[config.mk]
export PLATFORM = sky130hd
export DESIGN_NAME = regfile_wb_arbiter
export DESIGN_NICKNAME = d
export VERILOG_FILES = /design/src/rtl/regfile_wb_arbiter.sv
export SDC_FILE = /design/constraint.sdc
export NUM_CORES = 1
export LEC_CHECK = 0
export ABC_AREA = 1
export ABC_CLOCK_PERIOD_IN_PS = 1800
export BUFFER_PORTS_ARGS = -buffer_cell sky130_fd_sc_hd__buf_4
export CAP_MARGIN = 20
export CORE_MARGIN = 2
export CORE_UTILIZATION = 41
export CTS_CLUSTER_SIZE = 10
export DETAILED_ROUTE_END_ITERATION = 10
export PLACE_DENSITY = 0.76
export SETUP_SLACK_MARGIN = 0.4
export SLEW_MARGIN = 30
export SYNTH_ARGS = -nofsm -noshare
export SYNTH_HDL_FRONTEND = slang
export SYNTH_SLANG_ARGS = --single-unit
[constraint.sdc]
create_clock -name clk -period 1.8 [get_ports clk]
set_input_delay 0.27 -clock clk [delete_from_list [all_inputs] [get_ports clk]]
set_output_delay 0.27 -clock clk [all_outputs]
set_load 0.1 [all_outputs]
[src/rtl/regfile_wb_arbiter.sv]
// rtl/regfile_wb_arbiter.sv - round-robin write-back arbiter for a single register file write port
// Grants one of ALU/load/debug per cycle and registers the winner onto the write port.
module regfile_wb_arbiter #(
    parameter int NREQ = 3,
    parameter int AW   = 5,
    parameter int DW   = 32
) (
    input  logic                 clk,
    input  logic                 nrst,
    input  logic [NREQ-1:0]      req_valid,
    input  logic [NREQ*AW-1:0]   req_addr,
    input  logic [NREQ*DW-1:0]   req_data,
    output logic [NREQ-1:0]      req_ready,
    input  logic                 hold,
    output logic                 rf_wr_en,
    output logic [AW-1:0]        rf_wr_addr,
    output logic [DW-1:0]        rf_wrdata,
    output logic [31:0]          pending,
    output logic [15:0]          wr_count
);

    logic [1:0]      r_rr_ptr;
    logic            r_wr_en;
    logic [AW-1:0]   r_wr_addr;
    logic [DW-1:0]   r_wrdata;
    logic [31:0]     r_pending;
    logic [15:0]     r_wr_count;

    logic [1:0]      w_ord [3];
    logic [1:0]      w_win;
    logic            w_any;
    logic [NREQ-1:0] w_grant;
    logic [AW-1:0]   w_sel_addr;
    logic [DW-1:0]   w_sel_data;

    // Search starts just after the last winner; pointer value 3 never occurs but maps like 2.
    always_comb begin
        case (r_rr_ptr)
            2'd0: begin
                w_ord[0] = 2'd1; w_ord[1] = 2'd2; w_ord[2] = 2'd0;
            end
            2'd1: begin
                w_ord[0] = 2'd2; w_ord[1] = 2'd0; w_ord[2] = 2'd1;
            end
            default: begin
                w_ord[0] = 2'd0; w_ord[1] = 2'd1; w_ord[2] = 2'd2;
            end
        endcase
    end

    always_comb begin
        w_grant = '0;
        w_any   = 1'b0;
        w_win   = 2'd0;
        if (nrst && !hold) begin
            for (int k = 0; k < 3; k++) begin
                if (!w_any && req_valid[w_ord[k]]) begin
                    w_any = 1'b1;
                    w_win = w_ord[k];
                end
            end
        end
        if (w_any) begin
            w_grant[w_win] = 1'b1;
        end
    end

    always_comb begin
        w_sel_addr = '0;
        w_sel_data = '0;
        for (int i = 0; i < NREQ; i++) begin
            if (w_grant[i]) begin
                w_sel_addr = req_addr[i*AW +: AW];
                w_sel_data = req_data[i*DW +: DW];
            end
        end
    end

    always_ff @(posedge clk or negedge nrst) begin
        if (!nrst) begin
            r_rr_ptr   <= 2'd2;
            r_wr_en    <= 1'b0;
            r_wr_addr  <= '0;
            r_wrdata   <= '0;
            r_pending  <= '0;
            r_wr_count <= '0;
        end else begin
            if (w_any) begin
                r_rr_ptr  <= w_win;
                r_wr_addr <= w_sel_addr;
                r_wrdata  <= w_sel_data;
                // x0 writes complete the handshake but never reach the register file
                r_wr_en   <= (w_sel_addr != '0);
                r_pending <= (w_sel_addr != '0) ? (32'd1 << w_sel_addr) : 32'd0;
            end else begin
                r_wr_en   <= 1'b0;
                r_pending <= '0;
            end
            if (r_wr_en) begin
                r_wr_count <= r_wr_count + 16'd1;
            end
        end
    end

    assign req_ready  = w_grant;
    assign rf_wr_en   = r_wr_en;
    assign rf_wr_addr = r_wr_addr;
    assign rf_wrdata  = r_wrdata;
    assign pending    = r_pending;
    assign wr_count   = r_wr_count;

endmodule

==> results of run 1 <==
-- worst reg2reg max path, delay by kind of cell, from the launching register on --
family	cells	cell delay [ps]
DFF	1	610
buffers and inverters	3	400
and+or+nand+nor	12	1310
-- cells in the final DEF (no fill, tap or decap), types with 2 or more instances in the layout --
| cell type | n |
|---|---|
| sky130_fd_sc_hd__nand2_1 | 112 |
| sky130_fd_sc_hd__buf_6 | 39 |
| sky130_fd_sc_hd__xnor2_2 | 2 |
| sky130_fd_sc_hd__buf_8 | 4 |
| sky130_fd_sc_hd__nand3_2 | 21 |
| sky130_fd_sc_hd__nand2_4 | 23 |
| sky130_fd_sc_hd__xor2_1 | 8 |
| sky130_fd_sc_hd__inv_2 | 6 |
| sky130_fd_sc_hd__nand3_4 | 11 |
| sky130_fd_sc_hd__nand4_1 | 45 |
| sky130_fd_sc_hd__or2_4 | 2 |
| sky130_fd_sc_hd__clkbuf_8 | 10 |
| sky130_fd_sc_hd__buf_16 | 5 |
| sky130_fd_sc_hd__dfrtp_2 | 5 |
| sky130_fd_sc_hd__buf_12 | 18 |
| sky130_fd_sc_hd__dfrtp_1 | 72 |
| sky130_fd_sc_hd__buf_4 | 219 |
| sky130_fd_sc_hd__nor2_4 | 6 |
| sky130_fd_sc_hd__clkbuf_16 | 2 |
| sky130_fd_sc_hd__nor3_2 | 6 |
| sky130_fd_sc_hd__nor2_1 | 24 |
| sky130_fd_sc_hd__nand3_1 | 3 |
| sky130_fd_sc_hd__xnor2_1 | 2 |
| sky130_fd_sc_hd__inv_4 | 4 |
| sky130_fd_sc_hd__clkinv_4 | 3 |
| sky130_fd_sc_hd__dfrtp_4 | 10 |
| sky130_fd_sc_hd__nor2_2 | 9 |
| sky130_fd_sc_hd__inv_1 | 17 |
| sky130_fd_sc_hd__nand2_2 | 47 |
-- stage by stage --
step                      TNS [ps]  total power, uW  setup WS [ps]  std cells
after floorplan              -3039             9092         -105.3        465
after global placement      -14910            11010         -279.8        818
after detailed placement    -20860            11140         -403.5        818
after CTS                   -29150            13550         -518.8        863
after global routing        -42100            14990         -700.1        885
final                       -35770            14460         -598.3        885
-- layer usage --
layer  wire length (um)  track usage, %  part of all wire, %
met3                934           5.424                  5.6
met1               6339           35.06                   38
met2               8575           49.70                   52
met5                  0               0                    0
met4                744           13.97                  4.5
-- layout make-up --
type	count	area (um2)
clock buffer	10	137.6
clock inverter	6	75.07
fill	628	1963
inverter	28	120.1
multi-input combinational	333	2238
sequential	88	2247
tap	133	166.4
timing repair buffer	287	2691
-- cell families after synthesis --
family          count (synthesis)  share of synthesized area [%]
simple gates                  314                          36.64
compound gates                  3                         0.3741
other cells                     1                        0.09346
fa+ha+maj                       1                         0.3118
xor+xnor                       13                          2.838
buf+inv                        45                          4.833
flops                          88                          54.91
-- flip-flops by register name (all words and copies together) (netlist names) --
signal	count
pending	32
rf_wrdata	32
rf_wr_addr	5
rf_wr_en	1
r_rr_ptr	2
wr_count	16
-- power by group through the flow --
stage               sequential, uW  combinational, uW  clock [uW]
detailed placement            3080               8060           0
finish                        3090               9890        1480
global placement              3050               7960           0
CTS                           3050               9020        1480
floorplan                     7130               1960           0
global route                  3140              10300        1590
-- path summary, 6_finish.rpt --
check	endpoint	from	slack, ps	cells after the start
max reg2reg	pending[8]	r_rr_ptr[1]	-590	15
max	req_ready[1]	r_rr_ptr[1]	-600	11
min reg2reg	rf_wr_addr[4]	rf_wr_addr[4]	500	2
max in group asynchronous	wr_count[3]	nrst	710	3
min	rf_wrdata[5]	nrst	-70	2
min in group clk	rf_wrdata[20]	req_data[20]	110	3
-- what timing repair did --
action	4_1_cts	5_1_grt
resized for setup	109	98
pin swaps	24	50
endpoints found under the hold margin	30	30
cloned	6	3
buffers inserted	23	19
setup endpoints to repair	87	91
==> insert_results.sql, run 1 <==
INSERT INTO impl_metrics (metric_group, metric, value, unit) VALUES
('floorplan', 'chipHeight', '102.9', 'um'),
('route', 'routedWlPerCell', '18.75', 'um'),
('synth', 'synth_flop_cell', 'sky130_fd_sc_hd__dfrtp_1', ''),
('placed_design', 'number_of_buffers_inserted_by_port_buffering', '205', ''),
('pwr', 'pwr-share-seq', '21.3', '%'),
('synth', 'ys.warnings.count', '0', ''),
('timing', 'timing.final.crit_share', '133.2', '%'),
('timing', 'whs', '-67.58', 'ps'),
('synth', 'dominant_cell_by_count_in_the_synthesized_netlist', 'sky130_fd_sc_hd__nand2_1', ''),
('final_layout', 'num_antenna_cells', '0', ''),
('route', 'first_iter_violations', '211', ''),
('grt', 'overflow', '0', ''),
('placed_design', 'detailed_place.area', '0.006125', 'mm2'),
('pwr', 'p_leak', '0.003910', 'uW'),
('grt', 'grt_max_degree', '59', ''),
('synth', 'post-synth-top-area-fraction', '54.26', '%'),
('grt', 'global_route_wire_length_before_repair', '23240', 'um'),
('final_layout', 'flow.area_growth_from_synthesis', '91.30', '%'),
('route', 'drc_errors', '0', ''),
('grt', 'grt.total_usage', '28.96', '%'),
('cts', 'htree_levels', '3', ''),
('timing', 'worstMarginPinSlew', '737.7', 'ps'),
('critical_path', 'cp_max_fo', '6', ''),
('critical_path', 'cp_cell_sequence', 'inv_2 -> nand3b_1 -> nand3_4 -> nand2_2 -> nand2_1 -> nand2_1 -> nand2_2 -> nand2_4 -> clkinv_4 -> buf_8 -> buf_12', ''),
('critical_path', 'critPathCaptureType', 'output pin', ''),
('synth', 'top_cells_by_count_synth', '175 x sky130_fd_sc_hd__nand2_1, 87 x sky130_fd_sc_hd__dfrtp_1, 45 x sky130_fd_sc_hd__nand4_1, 36 x sky130_fd_sc_hd__nor2_1, 26 x sky130_fd_sc_hd__nand3_1', ''),
('synth', 'synthesis.area', '0.004013', 'mm2'),
('timing', 'setup_violations', '72', ''),
('critical_path', 'cpMaxStageDelayCell', 'sky130_fd_sc_hd__dfstp_2', ''),
('timing', 'timing_max_transition_violations_final', '0', ''),
('pwr', 'combinationalPowerShare', '68.4', '%'),
('critical_path', 'critical_path.top_delay_family', 'simple AND/OR/NAND/NOR gates', ''),
('route', 'route.vias.total', '4653', ''),
('synth', 'post_synth_num_cell_types', '32', ''),
('timing', 'report.final.hold_viol_count', '30', ''),
('cts', 'numCtsBuffers', '9', ''),
('floorplan', 'die_width', '102.9', 'um'),
('outcome', 'outcome', 'finished with violations', ''),
('cts', 'cts_tree', 'yes', ''),
('timing', 'unrepaired_setup_endpoints_after_global_routing', 'true', ''),
('run', 'max-cap-violations', '0', ''),
('outcome', 'failed_checks', 'negative hold slack, negative setup slack', ''),
('timing', 'final.setup.worst_slack', '-598.3', 'ps'),
('placed_design', 'gp_congestion', '0.9881', ''),
('cts', 'clkSlewWorstSetupHoldPaths', '90', 'ps'),
('critical_path', 'critPathArrivalTime', '2130', 'ps'),
('critical_path', 'cp.buffers_inverters', '4', ''),
('timing', 'post-route-min-period', '2398', 'ps'),
('floorplan', 'io-pin-count', '206', ''),
('synth', 'yosys_register_bits', '88', ''),
('pwr', 'worst_ir_drop_on_vdd', '1.781', 'mV'),
('synth', 'synth_top_cell_by_area', 'sky130_fd_sc_hd__dfrtp_1', ''),
('placed_design', 'post_dp_hpwl', '10240', 'um'),
('synth', 'syn_nets', '583', ''),
('final_layout', 'final_core_util', '79.63', '%'),
('cts', 'cts_sinks', '88', ''),
('pwr', 'power_switching_share', '56.28', '%'),
('grt', 'grt_pass1_vias', '4621', ''),
('synth', 'post_synth_edffs', '0', ''),
('pwr', 'power_per_cell_area', '1884', 'mW/mm2'),
('timing', 'fin_worst_skew', '6.840', 'ps'),
('critical_path', 'cp-start-kind', 'flop', ''),
('floorplan', 'floorplan.die_area', '0.01059', 'mm2'),
('floorplan', 'core_area', '0.009639', 'mm2'),
('route', 'postRouteWirelength', '16590', 'um'),
('grt', 'number_of_antenna_violations_at_the_first_check_in_global_routing', '0', ''),
('synth', 'asyncSetResetFlopFracSynth', '100.0', '%'),
('final_layout', 'fraction_of_final_layout_cells_with_drive_strength_greater_than_1', '61.97', '%'),
('route', 'vias_per_std_cell', '5.258', ''),
('synth', 'synth.top_cells.by_area', 'sky130_fd_sc_hd__dfrtp_1 54%, sky130_fd_sc_hd__nand2_1 16%, sky130_fd_sc_hd__nand4_1 7.0%', ''),
('critical_path', 'path_class', 'reg2out', '');
Note: power is estimated with default switching activity, not from simulation.
==> inputs of run 2 (changes only) <==
--- a/config.mk
+++ b/config.mk
@@ -9,6 +9,7 @@
 export ABC_CLOCK_PERIOD_IN_PS = 1800
 export BUFFER_PORTS_ARGS = -buffer_cell sky130_fd_sc_hd__buf_4
 export CAP_MARGIN = 20
+export CORE_ASPECT_RATIO = 0.8
 export CORE_MARGIN = 2
 export CORE_UTILIZATION = 41
 export CTS_CLUSTER_SIZE = 10
==> run 2 against run 1 <==
Effect of this change:
- the flow finishes with violations (negative setup slack)
- non-clock buffer count decreased by 6
- combinational power shrank 5.1%
- cell count decreased by 2.5%
- clock skew about the same
- global-route usage up 0.23 points
- wire length fell by 3.4%
- first-iteration DRC count is 35% higher
- sequential power is essentially flat
- sequential cell count is the same
- critical path type unchanged
- largest cell class unchanged
- largest power group unchanged
==> insert_results.sql, run 2 (synthesis results as in run 1) <==
INSERT INTO impl_metrics (metric_group, metric, value, unit) VALUES
('pwr', 'pwr-share-seq', '21.6', '%'),
('timing', 'timing_max_transition_violations_final', '0', ''),
('grt', 'grt_pass1_vias', '4532', ''),
('final_layout', 'postLayoutCellArea', '0.007461', 'mm2'),
('floorplan', 'floorplan.initialDensity', '41.93', '%'),
('critical_path', 'critPathCaptureType', 'output pin', ''),
('grt', 'grt.met1_usage', '37.69', '%'),
('grt', 'grt.met3_usage', '6.348', '%'),
('final_layout', 'fraction_of_final_layout_cells_with_drive_strength_greater_than_1', '57.53', '%'),
('grt', 'grt.total_usage', '29.19', '%'),
('cts', 'cts_sinks', '88', ''),
('floorplan', 'chipHeight', '92.49', 'um'),
('pwr', 'p_leak', '0.003836', 'uW'),
('critical_path', 'cpMaxStageDelayCell', 'sky130_fd_sc_hd__dfstp_2', ''),
('cts', 'clock-root-buffer', 'sky130_fd_sc_hd__clkbuf_16', ''),
('hold_path', 'hold_class', 'in2async', ''),
('final_layout', 'final_core_util', '77.97', '%'),
('outcome', 'outcome', 'finished with violations', ''),
('placed_design', 'number_of_buffers_inserted_by_port_buffering', '205', ''),
('final_layout', 'flow.area_growth_from_synthesis', '85.94', '%'),
('critical_path', 'critical_path.top_delay_family', 'simple AND/OR/NAND/NOR gates', ''),
('cts', 'cts-root-to-sink-buffers', '2', ''),
('critical_path', 'cp_slowest_stage_delay', '600', 'ps'),
('outcome', 'failed_checks', 'negative setup slack', ''),
('timing', 'fin_worst_skew', '6.998', 'ps'),
('route', 'route.vias.total', '4601', ''),
('placed_design', 'detailed_place.area', '0.006060', 'mm2'),
('final_layout', 'highest_count_cells_in_the_layout_ignoring_fill_and_taps', '240 x sky130_fd_sc_hd__buf_4, 132 x sky130_fd_sc_hd__nand2_1, 72 x sky130_fd_sc_hd__dfrtp_1, 45 x sky130_fd_sc_hd__nand4_1, 29 x sky130_fd_sc_hd__nor2_1', ''),
('grt', 'grt.busiest_layer', 'met2', ''),
('pwr', 'clkPwrFrac', '12.7', '%'),
('timing', 'timing.slew.headroom', '57.22', '%'),
('cts', 'cts_tree', 'yes', ''),
('pwr', 'worst_ir_drop_on_vdd', '0.9914', 'mV'),
('route', 'drc_errors', '0', ''),
('placed_design', 'pre_cts_slack', '-319.5', 'ps'),
('timing', 'worstMarginPinSlew', '641.6', 'ps'),
('floorplan', 'core_area', '0.009569', 'mm2'),
('timing', 'setup_violations', '73', ''),
('cts', 'htree_levels', '3', ''),
('critical_path', 'path_class', 'reg2out', ''),
('route', 'vias_per_std_cell', '5.331', ''),
('critical_path', 'cp-start-kind', 'flop', ''),
('cts', 'clkLatencyLatePin', '340', 'ps'),
('grt', 'overflow', '0', ''),
('final_layout', 'num_antenna_cells', '0', ''),
('placed_design', 'post_dp_hpwl', '9888', 'um'),
('critical_path', 'critPathArrivalTime', '2090', 'ps'),
('pwr', 'power_switching_share', '55.58', '%'),
('floorplan', 'die_width', '114.6', 'um'),
('pwr', 'power.switching', '7937', 'uW'),
('pwr', 'power_per_cell_area', '1914', 'mW/mm2'),
('floorplan', 'io-pin-count', '206', ''),
('cts', 'clkSlewWorstSetupHoldPaths', '60', 'ps'),
('critical_path', 'cp_cell_sequence', 'nor2_4 -> nand2_1 -> nand3_2 -> inv_2 -> nand3_2 -> nand3_2 -> nand3_4 -> buf_6 -> nand3_4 -> clkinv_4 -> buf_12', ''),
('grt', 'number_of_antenna_violations_at_the_first_check_in_global_routing', '0', ''),
('cts', 'numCtsBuffers', '9', ''),
('timing', 'top_achievable_clock_speed', '423.2', 'MHz'),
('timing', 'final.setup.worst_slack', '-562.9', 'ps'),
('timing', 'unrepaired_setup_endpoints_after_global_routing', 'true', ''),
('route', 'routedWlPerCell', '18.57', 'um'),
('route', 'first_iter_violations', '285', ''),
('grt', 'global_route_wire_length_before_repair', '23660', 'um'),
('floorplan', 'floorplan.die_area', '0.01060', 'mm2'),
('grt', 'global_route.usage.met2', '48.42', '%'),
('timing', 'timing.final.crit_share', '131.3', '%'),
('critical_path', 'critical_path_required', '1530', 'ps'),
('run', 'max-cap-violations', '0', ''),
('placed_design', 'gp_congestion', '0.9644', ''),
('pwr', 'power.internal', '6342', 'uW'),
('route', 'drt_pass1_iterations', '5', ''),
('critical_path', 'cpMostUsedCell', 'sky130_fd_sc_hd__nand3_2', ''),
('route', 'postRouteWirelength', '16020', 'um'),
('timing', 'report.final.hold_viol_count', '0', ''),
('pwr', 'combinationalPowerShare', '65.7', '%'),
('final_layout', 'final_nets', '858', ''),
('floorplan', 'row_count', '32', ''),
('grt', 'grt_max_degree', '51', ''),
('critical_path', 'cp.buffers_inverters', '4', ''),
('critical_path', 'cp_max_fo', '4', ''),
('final_layout', 'most_common_cell_after_layout_fill_and_taps_aside', 'sky130_fd_sc_hd__buf_4', ''),
('timing', 'post-route-min-period', '2363', 'ps'),
('route', 'route.antenna.remaining_nets', '0', '');
## run 2: final timing paths
| check | startpoint | endpoint | slack, ps | cells after the start |
|---|---|---|---|---|
| max | r_rr_ptr[1] | req_ready[0] | -560 | 11 |
| min | nrst | rf_wrdata[24] | 60 | 2 |
| max reg2reg | r_rr_ptr[1] | pending[11] | -560 | 14 |
| min reg2reg | rf_wr_addr[3] | rf_wr_addr[3] | 490 | 2 |
| max in group asynchronous | nrst | rf_wr_en | 780 | 3 |
| min in group clk | req_data[26] | rf_wrdata[26] | 130 | 3 |
## run 2: routing by layer
layer	vias up	wire length, um
met4	0	507
met5	-	0
met1	2272	6447
met3	49	953
met2	219	8113
li1	2061	-
## run 2: final cells by class
class | count | area [um2]
multi-input cells | 332 | 2197
inverters | 28 | 137.6
well taps | 119 | 148.9
clock inverters | 4 | 47.55
flip-flops and latches | 88 | 2247
fillers | 603 | 2108
clock buffers | 11 | 232.7
repair buffers | 281 | 2450
## run 2: timing repair
item	4_1_cts	5_1_grt
hold buffers	0	0
gates resized for setup	63	101
gates cloned	5	0
pin swaps	29	40
setup endpoints to repair	80	88
setup buffers	31	11
## run 2: power by group through the flow
stage,Clock (uW),Combinational [uW],Sequential (uW)
final,1810,9390,3080
after global routing,1920,9730,3150
after CTS,1840,8840,3050
after floorplan,0,1960,7130
after global placement,0,7840,3070
after detailed placement,0,7920,3090
## run 2: metrics by stage
stage	cells	power, uW	hold slack [ps]	setup TNS (ps)
after floorplan	465	9092	-25.59	-3039
after global placement	801	10910	439.8	-11460
after detailed placement	801	11010	448.6	-17000
after CTS	852	13730	87.52	-25230
after global routing	863	14800	123.0	-40450
final	863	14280	58.31	-31110
